`src/rtl/keystream_fifo.sv`:
```
// Port-mapped keystream byte FIFO between the producer (RNG) and consumer (cipher) PicoBlaze cores.
// Every read port is registered from state and port_id sampled at the previous edge.
module keystream_fifo #(
  parameter int          DEPTH       = 16,
  parameter logic [7:0]  PUSH_PORT   = 8'h01,
  parameter logic [7:0]  DATA_PORT   = 8'h02,
  parameter logic [7:0]  STATUS_PORT = 8'h03
) (
  input  logic       clk,
  input  logic       reset_n,
  input  logic [7:0] prod_port_id,
  input  logic [7:0] prod_out_port,
  input  logic       prod_write_strobe,
  output logic [7:0] prod_in_port,
  input  logic [7:0] cons_port_id,
  input  logic [7:0] cons_out_port,
  input  logic       cons_write_strobe,
  input  logic       cons_read_strobe,
  output logic [7:0] cons_in_port
);

  localparam int AW = (DEPTH > 1) ? $clog2(DEPTH) : 1;
  localparam int CW = AW + 1;
  localparam logic [CW-1:0] FULL_CNT = CW'(DEPTH);

  logic [7:0]    mem [DEPTH];
  logic [AW-1:0] rd_ptr;
  logic [AW-1:0] wr_ptr;
  logic [CW-1:0] count;
  logic [CW-1:0] count_next;
  logic          underflow;
  logic          overflow;

  logic       push_fire, pop_fire, push_ok, pop_ok;
  logic       empty, full, clear_sel;
  logic       underflow_set, overflow_set;
  logic [7:0] status;
  logic [7:0] head;
  logic       unused_clear_bits;

  assign empty     = (count == '0);
  assign full      = (count == FULL_CNT);
  assign push_fire = prod_write_strobe && (prod_port_id == PUSH_PORT);
  assign pop_fire  = cons_read_strobe && (cons_port_id == DATA_PORT);
  assign pop_ok    = pop_fire && !empty;
  // A pop in the same cycle frees the slot, so a push into a full FIFO still lands.
  assign push_ok   = push_fire && (!full || pop_ok);
  assign clear_sel = cons_write_strobe && (cons_port_id == STATUS_PORT);

  assign underflow_set = pop_fire && empty;
  assign overflow_set  = push_fire && !push_ok;

  assign status = {underflow, overflow, full, 5'(count)};
  assign head   = empty ? 8'h00 : mem[rd_ptr];

  assign unused_clear_bits = &{1'b0, cons_out_port[5:0]};

  always_comb begin
    count_next = count;
    unique case ({push_ok, pop_ok})
      2'b10:   count_next = count + CW'(1);
      2'b01:   count_next = count - CW'(1);
      default: count_next = count;
    endcase
  end

  // Storage is data only; its contents are unobservable while empty, so it is not reset.
  always_ff @(posedge clk) begin
    if (push_ok) mem[wr_ptr] <= prod_out_port;
  end

  always_ff @(posedge clk) begin
    if (!reset_n) begin
      rd_ptr       <= '0;
      wr_ptr       <= '0;
      count        <= '0;
      underflow    <= 1'b0;
      overflow     <= 1'b0;
      prod_in_port <= 8'h00;
      cons_in_port <= 8'h00;
    end else begin
      if (push_ok) wr_ptr <= wr_ptr + AW'(1);
      if (pop_ok)  rd_ptr <= rd_ptr + AW'(1);
      count <= count_next;

      // A new error event outranks a clear landing in the same cycle.
      underflow <= underflow_set | (underflow & ~(clear_sel & cons_out_port[7]));
      overflow  <= overflow_set  | (overflow  & ~(clear_sel & cons_out_port[6]));

      if (cons_port_id == DATA_PORT)
        cons_in_port <= head;
      else if (cons_port_id == STATUS_PORT)
        cons_in_port <= status;
      else
        cons_in_port <= 8'h00;

      prod_in_port <= (prod_port_id == STATUS_PORT) ? status : 8'h00;
    end
  end

endmodule

```
`config.mk`:
```
export PLATFORM = sky130hd
export DESIGN_NAME = keystream_fifo
export DESIGN_NICKNAME = d
export VERILOG_FILES = /design/src/rtl/keystream_fifo.sv
export SDC_FILE = /design/constraint.sdc
export NUM_CORES = 1
export LEC_CHECK = 0
export ABC_CLOCK_PERIOD_IN_PS = 5100
export BUFFER_PORTS_ARGS = -buffer_cell sky130_fd_sc_hd__buf_4
export CORE_MARGIN = 2
export CORE_UTILIZATION = 45
export DETAILED_ROUTE_END_ITERATION = 7
export GPL_ROUTABILITY_DRIVEN = 0
export SETUP_SLACK_MARGIN = 0.15
export SLEW_MARGIN = 15
export SYNTH_ARGS = -nofsm -noshare
export SYNTH_HDL_FRONTEND = slang
export SYNTH_SLANG_ARGS = --single-unit
```
`constraint.sdc`:
```
create_clock -name clk -period 5.1 [get_ports clk]
set_input_delay 0.51 -clock clk [delete_from_list [all_inputs] [get_ports clk]]
set_output_delay 0.51 -clock clk [all_outputs]
set_load 0.02 [all_outputs]
```
==> results.txt, run 1 <==
The number of inserted filler cells in the final layout came out at approximately 1200. The flip-flop and latch area came out at around 4500 um2. The total number of nets in the final design is 478. Across all layers, the routed design uses 3446 vias. The proportion of total power due to net switching is 0.201.

The number of global-route vias before repair is 3508. The share of post-route cells with drive strength above 1 is 0.283. The final number of hold-violating endpoints is 0. The number of buffers and inverters on the critical path came out at 2.

In this run the remaining antenna-violating nets after routing total 0. The clock arrives with 0.0119 ns of skew. The leakage dissipation came out at 2.55 nW.

Max-cap violations in this run came to 0. For this run, asynchronously set or reset flops after synthesis account for 0. In this run the worst hold path is classified as input pin to register. STA classifies the critical path startpoint as a register. The worst-skew pair later-pin latency came out at 0.43 ns. Gates resized during post-CTS repair numbered 0. Leaving out fill and tap cells, the most frequent cell in the layout is sky130_fd_sc_hd__edfxtp_1. Row generation in the floorplan step produced 44 rows. In this run, distinct cell masters in the synthesized netlist total a little over 50. The tightest slew margin relative to the limit is 0.607.

The worst hold slack after final layout came out at 0.361 ns. The core region area came out at 14400 um2. The DRC marker count from the first detailed-route iteration came out at 240. The total congestion overflow after global routing is 0. The pin count of the biggest net entering global routing came out at 25. The die area came out at 15600 um2. The total half-perimeter wirelength after legalization and detailed placement came out at about 8 mm.

The net count after synthesis is between 400 and 500. The max-slew violation total from the final report is 0. For this run, design rule violations remaining after detail routing come to 0. Dividing total power by cell area gives a power density of 356 nW/um2.

In this run the worst path has a maximum fanout of 15. The total setup buffers inserted after CTS is 0. The floorplan die height came out at around 120 um.

Among all stages on the critical path, the largest delay is contributed by sky130_fd_sc_hd__or4b_2. Of the total power, registers draw 0.525. The maximum single-stage delay on the critical path is 0.59 ns.

The average detailed-routed wire length per instance is between 20 and 25 um. The fraction of the cycle the final worst path needs came out at 0.623. The routed design has ~13 mm of wire. The quantity of hold-fixing buffers added after cts came out at 0. Measured along the x axis, the die boundary spans roughly 120 um. In the layout the commonest cells are 128 x sky130_fd_sc_hd__edfxtp_1, 50 x sky130_fd_sc_hd__buf_4, 35 x sky130_fd_sc_hd__dfxtp_1. The largest vdd supply drop is 314 uV. The count of boundary I/O pins is 53. The number of buffers created by CTS is 17. The number of warning messages in the yosys log is 0. The via-per-instance ratio is 5.48.

The initial utilization of the core area, before any placement, comes to 0.456. The number of buffers inserted by port buffering is 46. The clock network power share is 0.460. The slew at the pin closest to its max-slew limit is between 0.5 and 0.6 ns. The first-pass GRT wire length is 20.0 mm. Of the total power, combinational logic draws 0.015. TritonCTS built the clock tree. The total chip power came out at 0.00272 W. The number of search-and-repair iterations in the first detailed-routing pass is 4. The mean instance size in the synthesized netlist is 17.1 um2.

The multi-input combinational cells in the finished layout cover a total of 1900 um2. The setup violation total in the final timing report came out at 0. The net switching power is 0.000548 W. The startpoint-to-endpoint class of the critical path is register to register. The final sum of negative setup slack came out at 0 ns.

The maximum count of clock buffers along a single path came out at 2. The time the final worst path needs with I/O delays and setup came out at 3.18 ns. The core occupancy in the finished layout is 0.531.

The fraction of the yosys area taken by sequential cells came out at 0.691. The clock tree synthesis step divided the H-tree into 4 levels. The root buffer cell chosen for the clock tree is sky130_fd_sc_hd__clkbuf_16.

From synthesis to final layout, the design area changed by 16.3%. STA puts the critical path data required time at 5.47 ns. The internal power is 0.00217 W. The worst setup path is captured at a register. The diode insertion count for antenna repair came out at 0. The number of flip-flops and latches in the synthesized netlist came out at approximately 160. Setup repair after global routing left no endpoint under its margin. The total track usage came out at 0.174. The worst path arrival time is around 3.5 ns.

The category of cells accounting for the largest share of critical-path delay is simple AND/OR/NAND/NOR gates. Clock-pin slew was measured on the worst setup and hold paths at 0.06 ns. The signal on the critical path passes through nor4_2 > and2_0 > a21oi_1 > buf_4 > inv_1 > ha_1 > ha_1 > or4b_2 > a21oi_1 > a41oi_1 > nand3_1. The post-synthesis instance area is about 6600 um2. The run finished with clean final reports. The initial antenna violation count came to 0.

The count of flip-flops with a built-in enable after synthesis came out at around 130. The number of standard cells after synthesis is 385. The timing-limited maximum frequency came out at 315 MHz. The number of clock sinks came out at 163. The most used flip-flop cell after synthesis is sky130_fd_sc_hd__edfxtp_1.
## path summary, 6_finish.rpt
kind / startpoint / end / slack, ns / cells after the start
max: count[1] / count[4] / 1.92 / 11
min: cons_out_port[6] / overflow / 0.36 / 3
max reg2reg: count[1] / count[4] / 1.92 / 11
min reg2reg: rd_ptr[3] / register / 0.49 / 2
## cells in the mapped netlist (2+ instances only)
cell type | count | area [um2]
sky130_fd_sc_hd__edfxtp_1 | 128 | 3840
sky130_fd_sc_hd__dfxtp_1 | 35 | 701
sky130_fd_sc_hd__mux4_2 | 32 | 721
sky130_fd_sc_hd__mux2i_1 | 15 | 150
sky130_fd_sc_hd__a21oi_1 | 14 | 70.1
sky130_fd_sc_hd__and2_1 | 14 | 87.6
sky130_fd_sc_hd__and3_1 | 13 | 81.3
sky130_fd_sc_hd__nand2_1 | 11 | 41.3
sky130_fd_sc_hd__ha_1 | 9 | 113
sky130_fd_sc_hd__buf_2 | 8 | 40.0
sky130_fd_sc_hd__nor2_1 | 8 | 30.0
sky130_fd_sc_hd__clkbuf_1 | 7 | 26.3
sky130_fd_sc_hd__inv_1 | 7 | 26.3
sky130_fd_sc_hd__nand3_1 | 7 | 35.0
sky130_fd_sc_hd__a32oi_1 | 6 | 52.6
sky130_fd_sc_hd__mux2_2 | 6 | 67.6
sky130_fd_sc_hd__o21ai_1 | 6 | 30.0
sky130_fd_sc_hd__nand2b_1 | 5 | 31.3
sky130_fd_sc_hd__nor2b_1 | 4 | 25.0
sky130_fd_sc_hd__buf_1 | 3 | 11.3
sky130_fd_sc_hd__buf_4 | 3 | 22.5
sky130_fd_sc_hd__o21ai_0 | 3 | 15.0
sky130_fd_sc_hd__or3_1 | 3 | 18.8
sky130_fd_sc_hd__xor2_1 | 3 | 26.3
sky130_fd_sc_hd__a211o_1 | 2 | 17.5
sky130_fd_sc_hd__a21boi_0 | 2 | 15.0
sky130_fd_sc_hd__and4_2 | 2 | 20.0
sky130_fd_sc_hd__nand3b_1 | 2 | 15.0
sky130_fd_sc_hd__o221ai_1 | 2 | 17.5
sky130_fd_sc_hd__o31ai_1 | 2 | 15.0
sky130_fd_sc_hd__or3b_2 | 2 | 17.5
sky130_fd_sc_hd__or4_1 | 2 | 15.0
## per-stage QoR
step                worst slack [ns]  instance area [um2]  instances
floorplan                       2.05                 6580        385
global placement                1.65                 7070        597
detailed placement              1.58                 7070        597
CTS                             1.93                 7650        629
global route                    1.66                 7650        629
finish                          1.92                 7650        629
## tightest hold or removal path, cell delays in order
cell and delay (ns):
sky130_fd_sc_hd__buf_4 0.08, sky130_fd_sc_hd__a21bo_2 0.10, sky130_fd_sc_hd__a21oi_1 0.05
## layout make-up
cell class | instances | share of cell area
tap | 184 | 0.0301
inverter | 7 | 0.00343
sequential | 163 | 0.594
clock buffer | 18 | 0.0561
multi-input combinational | 193 | 0.248
timing repair buffer | 50 | 0.0491
clock inverter | 14 | 0.0196
## logic make-up after synthesis
| group | after synthesis | share of synthesized area |
|---|---|---|
| compound gates | 44 | 0.0443 |
| xor+xnor | 3 | 0.00399 |
| fa+ha+maj | 9 | 0.0171 |
| buf+inv | 29 | 0.0209 |
| flops | 163 | 0.691 |
| mux | 53 | 0.143 |
| simple gates | 84 | 0.0803 |
## per-layer routing
metal  GRT usage  up-vias  part of all wire
li1            -     1617                 -
met1       0.228     1742              0.45
met2       0.283       78              0.49
met3      0.0515        9             0.048
met4      0.0549        0            0.0096
met5           0        -                 0
## sequential cells by signal, summed over array words and instances, names as in the netlist, named ones only
name,count
cons_in_port,8
count,5
mem,128
overflow,1
prod_in_port,8
rd_ptr,4
underflow,1
wr_ptr,4
## power groups by stage
stage / sequential (W) / combinational (W) / clock [W]
6_report: 0.00143 / 0.0000395 / 0.00125
5_1_grt: 0.00143 / 0.0000438 / 0.00133
4_1_cts: 0.00143 / 0.0000402 / 0.00127
3_5_place_dp: 0.00146 / 0.0000402 / 0
3_3_place_gp: 0.00146 / 0.0000386 / 0
2_1_floorplan: 0.00146 / 0.00000655 / 0
Note: power is estimated with default switching activity, not from simulation.
==> run 2, diff against run 1 <==
ABC_CLOCK_PERIOD_IN_PS = 2700   (was 5100)
PLACE_DENSITY = 0.65   (was default)
clock period = 2.7 ns   (was 5.1 ns; I/O delays follow)
==> run 2 against run 1 <==
Against the previous run:
- register-to-register slack got worse by 1.6 ns
- sequential share of layout area decreased by 2.2 points
- fmax increased by 32%
- worst hold slack got worse by 0.22 ns
- die area unchanged
- core utilization increased by 2.0 points
- sequential power increased by 89%
- power increased by 94%
- clock skew decreased by 0.0042 ns
- global-route usage increased by 0.58 points
- critical path type unchanged
- highest routed layer unchanged
==> results.txt, run 2 (synthesis gave the netlist of run 1 again) <==
In this run the clock root is driven by a sky130_fd_sc_hd__clkbuf_16. Port buffering added 46 buffers. The number of clock sinks came out at 163. Setup repair after global routing left no endpoint under its margin. The setup slack on the worst flop-to-flop path is 0.29 ns. From left edge to right edge, the die measures 125 um. The first-pass GRT wire length is 20.9 mm. The required time of the critical path came out at roughly 3 ns. The setup clock skew after layout is approximately 0.0077 ns.

The hold path depth came out at 3. The clock-pin slew on the worst setup and hold paths came out at 0.06 ns. The number of placement rows is 44.

The pin count of the biggest net entering global routing came out at 25. The max-slew violation total from the final report is 0. The type of the tightest min-delay check is input pin to register.

TritonCTS built the clock tree. The top layer used by detailed routing is met4. The number of cells on the worst reg-to-reg path is 9. The core occupancy in the finished layout came out at 0.551. The worst setup path is captured at a register. The initial antenna violation count is 0. The worst hold path terminates at overflow.

The maximum fanout along the worst path is 8. Detailed routing placed a total of 680 um of wire on met3. For this run, design rule violations remaining after detail routing come to 0.

In the layout the commonest cells are 128 x sky130_fd_sc_hd__edfxtp_1, 67 x sky130_fd_sc_hd__buf_4, 35 x sky130_fd_sc_hd__dfxtp_1. The maximum count of clock buffers along a single path is 2. The diode insertion count for antenna repair is 0.

The number of placed instances, taps included, is 612. Summed over all layers, the routed wires come to 13.4 mm. The most common cell after layout, fill and taps aside is sky130_fd_sc_hd__edfxtp_1. The cell family contributing the most delay on the critical path is simple AND/OR/NAND/NOR gates.

The final sum of negative setup slack came out at 0 ns. After global routing the overflow that remains totals 0. The final cell count without fillers is roughly 650. The finished layout cell area is just under 8000 um2.

The starting density of the core is 0.456. The startpoint identified for the worst hold timing path is cons_out_port[6]. The setup violation total in the final timing report came out at 0. The largest register by flop count is mem. The area growth from synthesis to final layout came out at 20.8%. The total length of routed met2 wires is about 7 mm. The startpoint of the lowest-slack register-to-register path is count[1]. The worst setup path is launched from a register. Traced cell by cell, the critical path runs through nor4_4 > buf_4 > and2_4 > nor2_2 > ha_4 > ha_2 > inv_1 > or3_1 > o311ai_0. The startpoint-to-endpoint class of the critical path is register to register.

Dividing total power by cell area gives a power density of 664 nW/um2. The quantity of hold-fixing buffers added after cts came out at 0. For this design the top-level I/O count stands at 53. The flow ran to the end, and the final reports show no timing, DRC or antenna violations.

After detailed routing, the average wire length per cell comes to 20.7 um. The slew at the pin closest to its max-slew limit came out at about 0.70 ns. The number of buffers and inverters on the critical path came out at 2.

The worst-skew pair later-pin latency is 0.42 ns. After the first detailed-routing iteration, the DRC count stood at 243. Clock tree synthesis inserted a total of 17 buffers.

The detailed-route wire length on metal 1 came out at 5.67 mm. The tightest slew margin relative to the limit is 0.534. The total track usage came out at 0.180. The share of post-route cells with drive strength above 1 is 0.347. The final number of hold-violating endpoints came out at 0. The worst path arrival time came out at 2.73 ns. The number of global-route vias before repair is 3703. The largest single stage delay on the critical path is approximately 0.38 ns.

The post-place instance area came out at about 7300 um2. The die area came out at around 16000 um2. The core region area came out at ~14000 um2. The smallest clock period supported by the final layout is computed as 2.41 ns. The largest vdd supply drop is 560 uV. The flip-flop count of the largest register after layout is 128. The via-per-instance ratio came out at 5.53. The total number of nets in the final design is 497. The leakage dissipation came out at 2.69 nW.

Timing would allow up to 414 MHz. In the final layout, the registers with the most flip-flops are mem (128), cons_in_port (8), prod_in_port (8). Across all layers, the routed design uses 3582 vias. The detail route stage leaves a number of antenna-violating nets equal to 0. The number of H-tree levels is 4. On the critical path, the stage with the largest delay is an instance of sky130_fd_sc_hd__nor4_4. The max-cap violation count is 0.

The total half-perimeter wirelength after legalization and detailed placement came out at 8.80 mm. In this run the critical register-to-register path is captured at count[3]. Before antenna repair, the detailed router went through 4 iterations. The die is 125 um tall. The fraction of the cycle the final worst path needs is 0.894.
-- run 2: cell types whose count changed in the layout (fill, tap and decap cells not counted), sizes merged --
cell,delta
buf,+19
clkinv,+3
clkinvlp,-3
bufinv,+2
clkbuf,+2
inv,-4
-- run 2: repair_timing --
item | CTS | global route
endpoints found under the setup margin | 2 | 2
buffers inserted | 0 | 4
pin swaps | 1 | 2
resized for setup | 1 | 7
-- run 2: layout make-up --
class                   instances  area (um2)
multi-input cells             193        1990
inverters                       7        26.3
clock inverters                12         179
flip-flops and latches        163        4540
well taps                     184         230
repair buffers                 69         543
clock buffers                  20         437
fillers                      1142        6480
-- run 2: tightest hold or removal path, stage by stage --
cell and delay (ns):
sky130_fd_sc_hd__buf_4 0.08, sky130_fd_sc_hd__a21bo_2 0.11, sky130_fd_sc_hd__a21oi_1 0.05
-- run 2: worst max path at each step --
stage,to,start,slack (ns),cells past startpoint
2_1_floorplan,count[4],cons_port_id[6],0.18,11
3_3_place_gp,count[4],cons_port_id[6],0.12,11
3_5_place_dp,count[4],cons_port_id[6],0.009,12
4_1_cts,count[4],count[2],0.21,10
5_1_grt,count[3],count[1],0.17,9
6_report,count[3],count[1],0.29,9
-- run 2: per-layer routing --
layer	global-route usage	vias up
li1	-	1658
met1	0.238	1812
met2	0.292	90
met3	0.0387	22
met4	0.0745	0
met5	0	-
-- run 2: metrics by stage --
| stage | power [W] | worst slack, ns | hold slack (ns) |
|---|---|---|---|
| finish | 0.00528 | 0.286 | 0.140 |
| global route | 0.00542 | 0.167 | 0.137 |
| CTS | 0.00531 | 0.211 | 0.129 |
| detailed placement | 0.00283 | 0.00856 | 0.476 |
| global placement | 0.00283 | 0.116 | 0.463 |
| floorplan | 0.00277 | 0.177 | 0.369 |
-- run 2: power by group --
group / switching [W] / internal (W)
clock: 0.000945 / 0.00155
sequential: 0.000000142 / 0.00270
combinational: 0.0000438 / 0.0000328
total: 0.000989 / 0.00429
==> run 3, diff against run 2 <==
CELL_PAD_IN_SITES_DETAIL_PLACEMENT = 1   (was default)
CELL_PAD_IN_SITES_GLOBAL_PLACEMENT = 2   (was default)
CORE_UTILIZATION = 40   (was 45)
PLACE_DENSITY = default   (was 0.65)
PLACE_DENSITY_LB_ADDON = 0.1   (was default)
==> run 3 against run 2 <==
Against the previous run:
- fmax fell by 2.3%
- worst hold slack got worse by 0.013 ns
- cell area down 0.16%
- clock skew barely moved
- clock power fell by 2%
- first-iteration DRC count down 35%
- register-to-register slack worse by 0.06 ns
- clock-buffer cell count shrank 3
- sequential power barely moved
- critical path depth up 1
- power is 0.64% lower
- largest power group unchanged
==> results.txt, run 3 (synthesis gave the netlist of run 1 again) <==
The flow ran to the end, and the final reports show no timing, DRC or antenna violations. In the final layout, the registers with the most flip-flops are mem (128), cons_in_port (8), prod_in_port (8). The via-per-instance ratio is 5.24. The filler cells instantiated in the layout total 1575.

The total number of nets in the final design is about 500. Setup repair after global routing left no endpoint under its margin. Ranked by flip-flop count, first place goes to mem.

At the pin with the least slew margin, the transition time is 0.688 ns. For the worst-skew pair, the clock arrives at the later sink with an insertion delay of 0.42 ns. The time the final worst path needs with I/O delays and setup came out at 2.47 ns.

The maximum fanout along the worst path came out at 3. The worst hold slack after final layout came out at around 0.13 ns. The tree is rooted in a sky130_fd_sc_hd__clkbuf_16. Traced cell by cell, the critical path runs through nor4_4 > buf_4 > and2_4 > nor2_2 > buf_4 > ha_4 > or4b_2 > a21oi_2 > a41oi_1 > nand3_1. The total track usage came out at 0.178. The nature of the critical path endpoint is a register.

Of the available clock period, the critical path in the final layout requires 0.916. The final cell count without fillers is slightly below 700. The clock net in this run drives a total of about 160 sinks. The count of boundary I/O pins is 53.

The diode insertion count for antenna repair came out at 0. The power density over the cells came out at 661 nW/um2. The number of search-and-repair iterations in the first detailed-routing pass is 4.

The launching element type of the critical path is a register. In this run the standard cell core region covers 16000 um2. The category of cells accounting for the largest share of critical-path delay is simple AND/OR/NAND/NOR gates.

Clock-pin slew was measured on the worst setup and hold paths at 0.06 ns. The residual DRC count is 0. The setup violation total in the final timing report is 0. The total placed cells including tap cells is 646. The floorplan die height is 132 um. The max-slew violation total from the final report came to 0.

The setup clock skew after layout came out at 0.00762 ns. The final sum of negative setup slack is 0 ns. The worst path arrival time is 2.84 ns. The starting density of the core is 0.411.

Leaving out fill and tap cells, the most frequent cells in the layout are 128 x sky130_fd_sc_hd__edfxtp_1, 66 x sky130_fd_sc_hd__buf_4, 34 x sky130_fd_sc_hd__dfxtp_1. The tightest slew margin relative to the limit came out at 0.541. The total detailed-routing wirelength is 14.8 mm. The final number of hold-violating endpoints is 0. The final antenna-violating net count came out at 0. The pin count of the biggest net entering global routing came out at 25. The slowest library cell on the worst path is sky130_fd_sc_hd__or4b_2. The largest single stage delay on the critical path is between 0.6 and 0.7 ns. The required time of the critical path came out at approximately 3 ns. The worst-case IR drop observed on VDD is 476 uV. The number of buffers and inverters on the critical path is 2.

TritonCTS built the clock tree. By startpoint and endpoint, the worst setup path is classified as register to register. The average detailed-routed wire length per instance is 21.8 um. The via count is 3560. The area taken by multi-input logic gates is 1950 um2.

Max-cap violations in this run came to 0. The share of post-route cells with drive strength above 1 is 0.346. In this run the tool buffered the top-level ports with 46 buffer cells. The maximum count of clock buffers along a single path is 2. Summing all flip-flop and latch instances after layout gives around 4500 um2.

The detailed router finished its first iteration with 157 violations. The first-pass GRT wire length came out at 22.7 mm. The flip-flop count of the largest register after layout is roughly 130.

Summed over all cells, the static leakage comes to 2.68 nW. For this run, the top clock speed supported by timing is 405 MHz. The initial antenna violation count came out at 0. The most common cell after layout, fill and taps aside is sky130_fd_sc_hd__edfxtp_1. The cell with the most instances on the worst path is sky130_fd_sc_hd__buf_4.

The floorplan has 46 rows. The area growth from synthesis to final layout is 20.6%. The H-tree generated during clock tree synthesis spans 4 levels. The total half-perimeter wirelength after legalization and detailed placement is between 9 and 10 mm. The floorplan step defined a die boundary enclosing 17500 um2. The total congestion overflow after global routing is 0.

The min-delay analysis places its worst path in the category input pin to register. The number of global-route vias before repair is about 3800. The number of buffers created by CTS is 17. The x dimension of the die is 132 um.
## run 3: timing repair
action,4_1_cts,5_1_grt
buffers inserted,0,1
gates resized for setup,0,4
endpoints found under the setup margin,0,3
hold buffers,0,0
## run 3: tightest hold or removal path: stages
cell,delay (ns)
sky130_fd_sc_hd__buf_4,0.08
sky130_fd_sc_hd__a21bo_2,0.10
sky130_fd_sc_hd__a21oi_1,0.05
## run 3: path summary, 6_finish.rpt
| kind | start | depth (start not counted) | endpoint | slack (ns) |
|---|---|---|---|---|
| min | cons_out_port[6] | 3 | overflow | 0.13 |
| max reg2reg | count[2] | 10 | count[4] | 0.23 |
| min reg2reg | rd_ptr[3] | 2 | register | 0.50 |
| max | count[2] | 10 | count[4] | 0.23 |
## run 3: cell type report
| type | instances | area share |
|---|---|---|
| flip-flops and latches | 163 | 0.573 |
| inverters | 7 | 0.00331 |
| clock inverters | 15 | 0.0226 |
| repair buffers | 68 | 0.0675 |
| multi-input cells | 193 | 0.246 |
| clock buffers | 17 | 0.0536 |
| well taps | 216 | 0.0341 |
## run 3: per-stage QoR
stage	power [W]	instance area, um2	setup WS, ns	util
after floorplan	0.00277	6660	0.177	-
after global placement	0.00283	7310	0.112	0.457
after detailed placement	0.00283	7310	0.0975	0.457
after CTS	0.00529	7920	0.205	0.495
after global routing	0.00538	7930	0.166	0.496
final	0.00524	7930	0.228	0.496
## run 3: routing by layer
layer | part of all wire | up-vias | GRT usage
met5 | 0 | - | 0
met1 | 0.45 | 1840 | 0.234
met2 | 0.50 | 53 | 0.289
li1 | - | 1656 | -
met3 | 0.031 | 11 | 0.0484
met4 | 0.015 | 0 | 0.0585
## run 3: report_power, final
part / internal (W) / total (W) / leakage [nW] / switching (W)
Sequential: 0.00270 / 0.00270 / 1.43 / 0.000000174
Clock: 0.00146 / 0.00246 / 0.295 / 0.000998
Combinational: 0.0000328 / 0.0000786 / 0.948 / 0.0000458
